`src/rtl/req_encoder.sv`:
```
// req_encoder: captures request pulses into sticky pending bits and grants one at a time.
// Define REQ_ENCODER_RR_EN for round-robin priority; otherwise the lowest index wins.
module req_encoder #(
    parameter int N = 4,
    localparam int W = $clog2(N)
) (
    input  logic         clk,
    input  logic         rst_n,
    input  logic [N-1:0] req,
    output logic         out_valid,
    input  logic         out_ready,
    output logic [W-1:0] out_idx,
    output logic [N-1:0] out_onehot,
    output logic         busy
);

    typedef enum logic {IDLE, HOLD} state_t;

    state_t       state;
    state_t       state_nx;
    logic [N-1:0] pending;
    logic [N-1:0] clr;
    logic [N-1:0] rem;
    logic [N-1:0] onehot_nx;
    logic [W-1:0] sel_idle;
    logic [W-1:0] sel_hold;
    logic [W-1:0] idx_nx;
    logic         valid_nx;
    logic         hs;

    function automatic logic [N-1:0] to_onehot(input logic [W-1:0] idx);
        logic [N-1:0] v;
        v      = '0;
        v[idx] = 1'b1;
        return v;
    endfunction

`ifdef REQ_ENCODER_RR_EN
    logic [W-1:0] last_idx;

    // First set bit strictly after base, wrapping modulo N.
    function automatic logic [W-1:0] pick(input logic [N-1:0] v,
                                          input logic [W-1:0] base);
        logic [W-1:0] r;
        int           j;
        r = '0;
        for (int k = N; k >= 1; k--) begin
            j = (int'(base) + k) % N;
            if (v[j]) r = W'(j);
        end
        return r;
    endfunction

    always_ff @(posedge clk or negedge rst_n) begin
        if (!rst_n) begin
            last_idx <= W'(N - 1);
        end else if (hs) begin
            last_idx <= out_idx;
        end
    end

    // After a handshake the pointer becomes out_idx, so chained grants start there.
    assign sel_idle = pick(pending, last_idx);
    assign sel_hold = pick(rem, out_idx);
`else
    function automatic logic [W-1:0] pick(input logic [N-1:0] v);
        logic [W-1:0] r;
        r = '0;
        for (int i = N - 1; i >= 0; i--) begin
            if (v[i]) r = W'(i);
        end
        return r;
    endfunction

    assign sel_idle = pick(pending);
    assign sel_hold = pick(rem);
`endif

    assign hs   = out_valid & out_ready;
    assign clr  = hs ? out_onehot : '0;
    assign rem  = pending & ~out_onehot;
    assign busy = (|pending) | out_valid;

    always_comb begin
        state_nx  = state;
        valid_nx  = out_valid;
        idx_nx    = out_idx;
        onehot_nx = out_onehot;
        unique case (state)
            IDLE: begin
                if (|pending) begin
                    idx_nx    = sel_idle;
                    onehot_nx = to_onehot(sel_idle);
                    valid_nx  = 1'b1;
                    state_nx  = HOLD;
                end
            end
            HOLD: begin
                if (hs) begin
                    if (|rem) begin
                        idx_nx    = sel_hold;
                        onehot_nx = to_onehot(sel_hold);
                    end else begin
                        valid_nx  = 1'b0;
                        onehot_nx = '0;
                        state_nx  = IDLE;
                    end
                end
            end
            default: begin
                state_nx  = IDLE;
                valid_nx  = 1'b0;
                onehot_nx = '0;
            end
        endcase
    end

    // A request on the line being cleared this cycle survives (set wins).
    always_ff @(posedge clk or negedge rst_n) begin
        if (!rst_n) begin
            state      <= IDLE;
            pending    <= '0;
            out_valid  <= 1'b0;
            out_idx    <= '0;
            out_onehot <= '0;
        end else begin
            state      <= state_nx;
            pending    <= (pending & ~clr) | req;
            out_valid  <= valid_nx;
            out_idx    <= idx_nx;
            out_onehot <= onehot_nx;
        end
    end

endmodule

```
`config.mk`:
```
export PLATFORM = sky130hd
export DESIGN_NAME = req_encoder
export DESIGN_NICKNAME = d
export VERILOG_FILES = /design/src/rtl/req_encoder.sv
export SDC_FILE = /design/constraint.sdc
export NUM_CORES = 1
export LEC_CHECK = 0
export ABC_AREA = 1
export CORE_AREA = 8 8 49 51
export CTS_BUF_LIST = sky130_fd_sc_hd__clkbuf_4
export DETAILED_ROUTE_END_ITERATION = 8
export DIE_AREA = 0 0 57 59
export PLACE_DENSITY_LB_ADDON = 0.05
export SLEW_MARGIN = 20
export SYNTH_ARGS = -nofsm -noshare
export SYNTH_HDL_FRONTEND = slang
export SYNTH_SLANG_ARGS = --single-unit
```
`constraint.sdc`:
```
create_clock -name clk -period 1.09 [get_ports clk]
set_input_delay 0.2725 -clock clk [delete_from_list [all_inputs] [get_ports clk]]
set_output_delay 0.2725 -clock clk [all_outputs]
set_load 0.02 [all_outputs]
```
==> results of run 1 <==
path summary, 6_finish.rpt:
kind / start / endpoint / slack (ns) / cells past startpoint
min: rst_n / out_onehot[3] / 0.29 / 2
min reg2reg: out_idx[0] / out_idx[0] / 0.51 / 2
max reg2reg: pending[0] / out_onehot[3] / -0.13 / 8
max in group asynchronous: rst_n / state / 0.62 / 2
min in group clk: out_idx[0] / out_idx[0] / 0.51 / 2
max: pending[0] / busy / -0.21 / 3
registers in the layout, indices dropped and copies added, names as in the netlist:
| name | count |
|---|---|
| out_valid | 1 |
| state | 1 |
| out_onehot | 4 |
| out_idx | 2 |
| pending | 4 |
kinds of logic (layout without fill, tap and decap cells):
group | after synthesis | after routing | synth area share (%)
buffers and inverters | 16 | 57 | 8.22
flip-flops | 12 | 12 | 41.1
AND/OR/NAND/NOR | 70 | 70 | 44.2
AO/OA/AOI/OAI | 9 | 9 | 6.51
critical path: stages (launching register included):
cell	delay, ns
dfrtp_1	0.41
nor2_4	0.13
nand3_2	0.08
buf_6	0.13
cell usage in the layout (no fill, tap or decap):
cell,count
nand2_1,38
buf_4,22
inv_1,11
dfrtp_1,11
buf_6,9
nand2_2,8
o21ai_1,6
nand2_4,6
clkdlybuf4s50_1,6
nor2_1,5
nor2_4,5
inv_2,4
nand3_2,4
clkbuf_4,3
a21oi_1,2
nor2_2,2
nand3_1,2
inv_4,1
a22oi_2,1
clkinv_1,1
dfrtp_2,1
cell type report:
class	instances	area, sq um
clock buffer	3	22.5
clock inverter	1	3.75
fill	139	463
inverter	16	62.6
multi-input combinational	79	450
sequential	12	302
tap	17	21.3
timing repair buffer	37	327
stage by stage:
step	instances	area, sq um	setup TNS, ns
3_3_place_gp	159	1050	-3.18
5_1_grt	165	1190	-1.72
6_report	165	1190	-0.894
3_5_place_dp	159	1050	-3.16
4_1_cts	164	1160	-0.951
2_1_floorplan	107	733	0
metal layers:
metal | track usage, % | vias to the layer above | part of all wire (%)
met5 | 0 | - | 0
met4 | 8.39 | 0 | 2.7
met3 | 4.51 | 9 | 6.5
met2 | 21.4 | 30 | 50
met1 | 14.4 | 357 | 41
li1 | - | 408 | -
report_power, final:
part / internal (mW) / total, mW / switching [mW]
registers: 0.572 / 0.669 / 0.0970
clock network: 0.133 / 0.296 / 0.163
logic: 0.688 / 1.48 / 0.796
total: 1.39 / 2.45 / 1.06
repair_timing:
| item | CTS | global route |
|---|---|---|
| resized for setup | 65 | 14 |
| hold buffers | 0 | 0 |
| buffers inserted | 2 | 1 |
| setup endpoints to repair | 17 | 20 |
| pin swaps | 8 | 3 |
==> qor.yml, run 1 <==
netlist_top_cells_count: "47 x nand2_1, 14 x inv_1, 12 x dfrtp_1"
pin_count: 15
dpl.hpwl_mm: 1.50
cts_root_buffer: "clkbuf_4"
cts_tree: "yes"
synthFlopType: "dfrtp_1"
cts_buffers: 3
yosys-top-cells-area: "dfrtp_1 41%, nand2_1 24%, inv_1 7.2%"
gr-usage-all-layers_pct: 13.2
syn-instance-count: 107
drc: 0
grt_antenna_before_repair: 0
critPathCaptureType: "output pin"
hold_viol: 0
ys_types: 15
slew-limit-headroom_pct: 88.7
finalSetupViolations: 10
h-tree-depth: 1
hold_ws_ns: 0.293
synth_most_common_cell: "nand2_1"
grt_pass1_wl_mm: 3.48
holdCritPathClass: "in -> async"
place.port_buffers: 14
cp.required_ns: 0.82
area_growth_pct: 62.7
drt_pass1_iterations: 4
vdd_drop_max_mv: 1.45
clkLatencyLatePin_ns: 0.28
overflow: 0
yosys_warnings: 0
power.total_mw: 2.45
die_area_sq_mm: 0.00336
path_max_fanout: 2
start_util_pct: 44.2
gp_congestion: 0.912
core_area_sq_mm: 0.00165
wirelength_mm: 2.09
worst_slack_ns: -0.214
worst_slew_pin_slew_ns: 0.169
post-route-period-util_pct: 120
ys_ff_latch: 12
drive_gt1_share_pct: 44.6
synth-seq-area-share_pct: 41.1
finish.utilization_pct: 72.0
path_clk_slew_ns: 0.08
synth-edff-count: 0
power_density_mw_per_mm2: 2060
die_y_um: 59
synthArstFlopShare_pct: 100
leakage_nw: 0.624
synth_top_area_cell: "dfrtp_1"
drv_cap: 0
max_freq_ghz: 0.767
status: "finished with violations"
start_kind: "flop"
cts.path.max_buffers: 2
nNetsFinal: 156
rsz0062_at_grt: "true"
arrival_ns: 1.03
synth_top_area_share_pct: 41.1
drv_slew: 0
path_class: "reg -> out"
syn_area_per_cell_sq_um: 6.83
clkSinkCount: 12
die_width_um: 57
grt_pass1_vias: 792
mappedNetlistNets: 114
drt_iter0_drc: 21
synth_area_sq_um: 731
fin_skew_ns: 0.00129
layout_min_cycle_time_ns: 1.30
final_antenna_net_count: 0
wl_per_cell_um: 12.7
antennaDiodeCount: 0
violations: "negative setup slack"
vias_per_cell: 4.87
pre_cts_slack_ns: -0.323
num_rows: 15
vias: 804
grt_max_degree: 13
Power figures use the tool's default switching activity.
==> run 2, diff against run 1 <==
Settings changed: CTS_CLUSTER_DIAMETER set to 30, GPL_ROUTABILITY_DRIVEN set to 0.
==> results of run 2 <==
Same layout as run 1: the final DEF is identical, and so are final timing and power.
==> run 3, diff against run 2 <==
Settings changed: PLACE_DENSITY set to 0.84, PLACE_DENSITY_LB_ADDON 0.05 to not set.
==> run 3 against run 2 <==
Compared with the run above: largest power group unchanged; first-iteration DRC count increased by 100%; critical path depth is the same; die area is the same; highest routed layer unchanged; final cell count shrank 2.4%; the run still ends with negative setup slack left.
==> qor.yml, run 3 (synthesized netlist as in run 1, its figures left out) <==
drt_iter0_drc: 43
place_area_sq_mm: 0.00101
cts.path.max_buffers: 2
critPathCaptureType: "output pin"
start_kind: "flop"
vias: 865
die_area_sq_mm: 0.00336
cp.required_ns: 0.82
dpl.hpwl_mm: 1.60
path_max_fanout: 2
critPathSlowestCell: "dfrtp_1"
wl_per_cell_um: 15.4
rr_worst_depth: 9
cp_cell_sequence: "nor2_4, nand3_2, buf_6"
layout_min_cycle_time_ns: 1.33
num_rows: 15
path_clk_slew_ns: 0.08
fin_skew_ns: 0.00377
vdd_drop_max_mv: 1.13
regArea_sq_um: 302
cp_top_family: "flip-flops"
grt_max_degree: 13
finish.utilization_pct: 71.9
place.port_buffers: 14
slew-limit-headroom_pct: 88.5
cts_root_buffer: "clkbuf_4"
drt_pass1_iterations: 6
drv_slew: 0
pin_count: 15
final_antenna_net_count: 0
reg2reg_from: "pending[2]"
fill_cells: 124
cts_tree: "yes"
gr-usage-all-layers_pct: 13.5
cts_hold_buf: 0
nNetsFinal: 153
start_util_pct: 44.2
violations: "negative setup slack"
final_common_cell: "nand2_1"
layout_common_cells: "38 x nand2_1, 19 x buf_4, 12 x inv_1, 11 x dfrtp_1, 9 x buf_6"
path_buf_inv: 1
holdCritPathClass: "in -> async"
worst_slack_ns: -0.236
status: "finished with violations"
grt_antenna_before_repair: 0
vias_per_cell: 5.37
rr_endpoint: "out_idx[1]"
die_width_um: 57
drc: 0
arrival_ns: 1.05
multiInputGateArea_sq_um: 473
grt_pass1_wl_mm: 3.60
drive_gt1_share_pct: 43.8
worst_slew_pin_slew_ns: 0.171
power_density_mw_per_mm2: 2030
finalSetupViolations: 12
wirelength_mm: 2.49
overflow: 0
rsz0062_at_grt: "true"
antennaDiodeCount: 0
clkLatencyLatePin_ns: 0.28
cpPeakStageDelay_ns: 0.42
die_y_um: 59
post-route-period-util_pct: 122
leakage_nw: 0.638
max_freq_ghz: 0.754
drv_cap: 0
reg2reg_setup_slack_ns: -0.20
grt_pass1_vias: 847
fin_area_sq_mm: 0.00119
core_area_sq_mm: 0.00165
path_class: "reg -> out"
clkSinkCount: 12
h-tree-depth: 1
cts_buffers: 3
hold_viol: 0
area_growth_pct: 62.5
largest_registers: "out_onehot (4), pending (4), out_idx (2)"
## run 3: layout make-up
type	instances	share of cell area (%)
inverters	16	5.48
well taps	17	1.79
repair buffers	34	25.6
clock buffers	3	1.90
multi-input cells	79	39.8
flip-flops and latches	12	25.4
## run 3: worst max-delay path by stage
stage	cells after the start	slack [ns]	startpoint	to
global placement	3	-0.28	pending[0]	busy
detailed placement	3	-0.32	pending[0]	busy
floorplan	7	0.0008	out_valid	out_idx[0]
CTS	3	-0.21	pending[3]	busy
finish	3	-0.24	pending[1]	busy
global route	8	-0.28	pending[2]	out_idx[0]
## run 3: per-layer routing
metal	GRT usage [%]	share of wire (%)
met5	0	0
met4	10.1	2.5
met3	4.08	6.3
met2	22.3	52
met1	14.0	39
## run 3: worst reg2reg max path, delay by kind of cell (launching register included)
| kind | cells | cell delay (ns) |
|---|---|---|
| buffers and inverters | 2 | 0.29 |
| flip-flops | 1 | 0.41 |
| AND/OR/NAND/NOR | 7 | 0.52 |
## run 3: through the flow
step / std cells / worst slack (ns) / total power [mW] / TNS [ns] / hold slack, ns
after CTS: 160 / -0.213 / 2.19 / -1.29 / 0.312
final: 161 / -0.236 / 2.41 / -1.66 / 0.305
after floorplan: 107 / 0.000773 / 1.30 / 0 / -0.0231
after global routing: 161 / -0.281 / 2.56 / -2.28 / 0.307
after detailed placement: 154 / -0.319 / 1.83 / -2.95 / 0.475
after global placement: 154 / -0.284 / 1.80 / -2.64 / 0.464
## run 3: what timing repair did
item,in CTS,in global routing
endpoints found under the hold margin,0,0
endpoints found under the setup margin,17,18
pin swaps,11,8
gates resized for setup,59,24
setup buffers,4,2
## run 3: power by group
| part | switching [mW] | internal [mW] |
|---|---|---|
| clock | 0.151 | 0.128 |
| sequential | 0.102 | 0.572 |
| combinational | 0.826 | 0.627 |
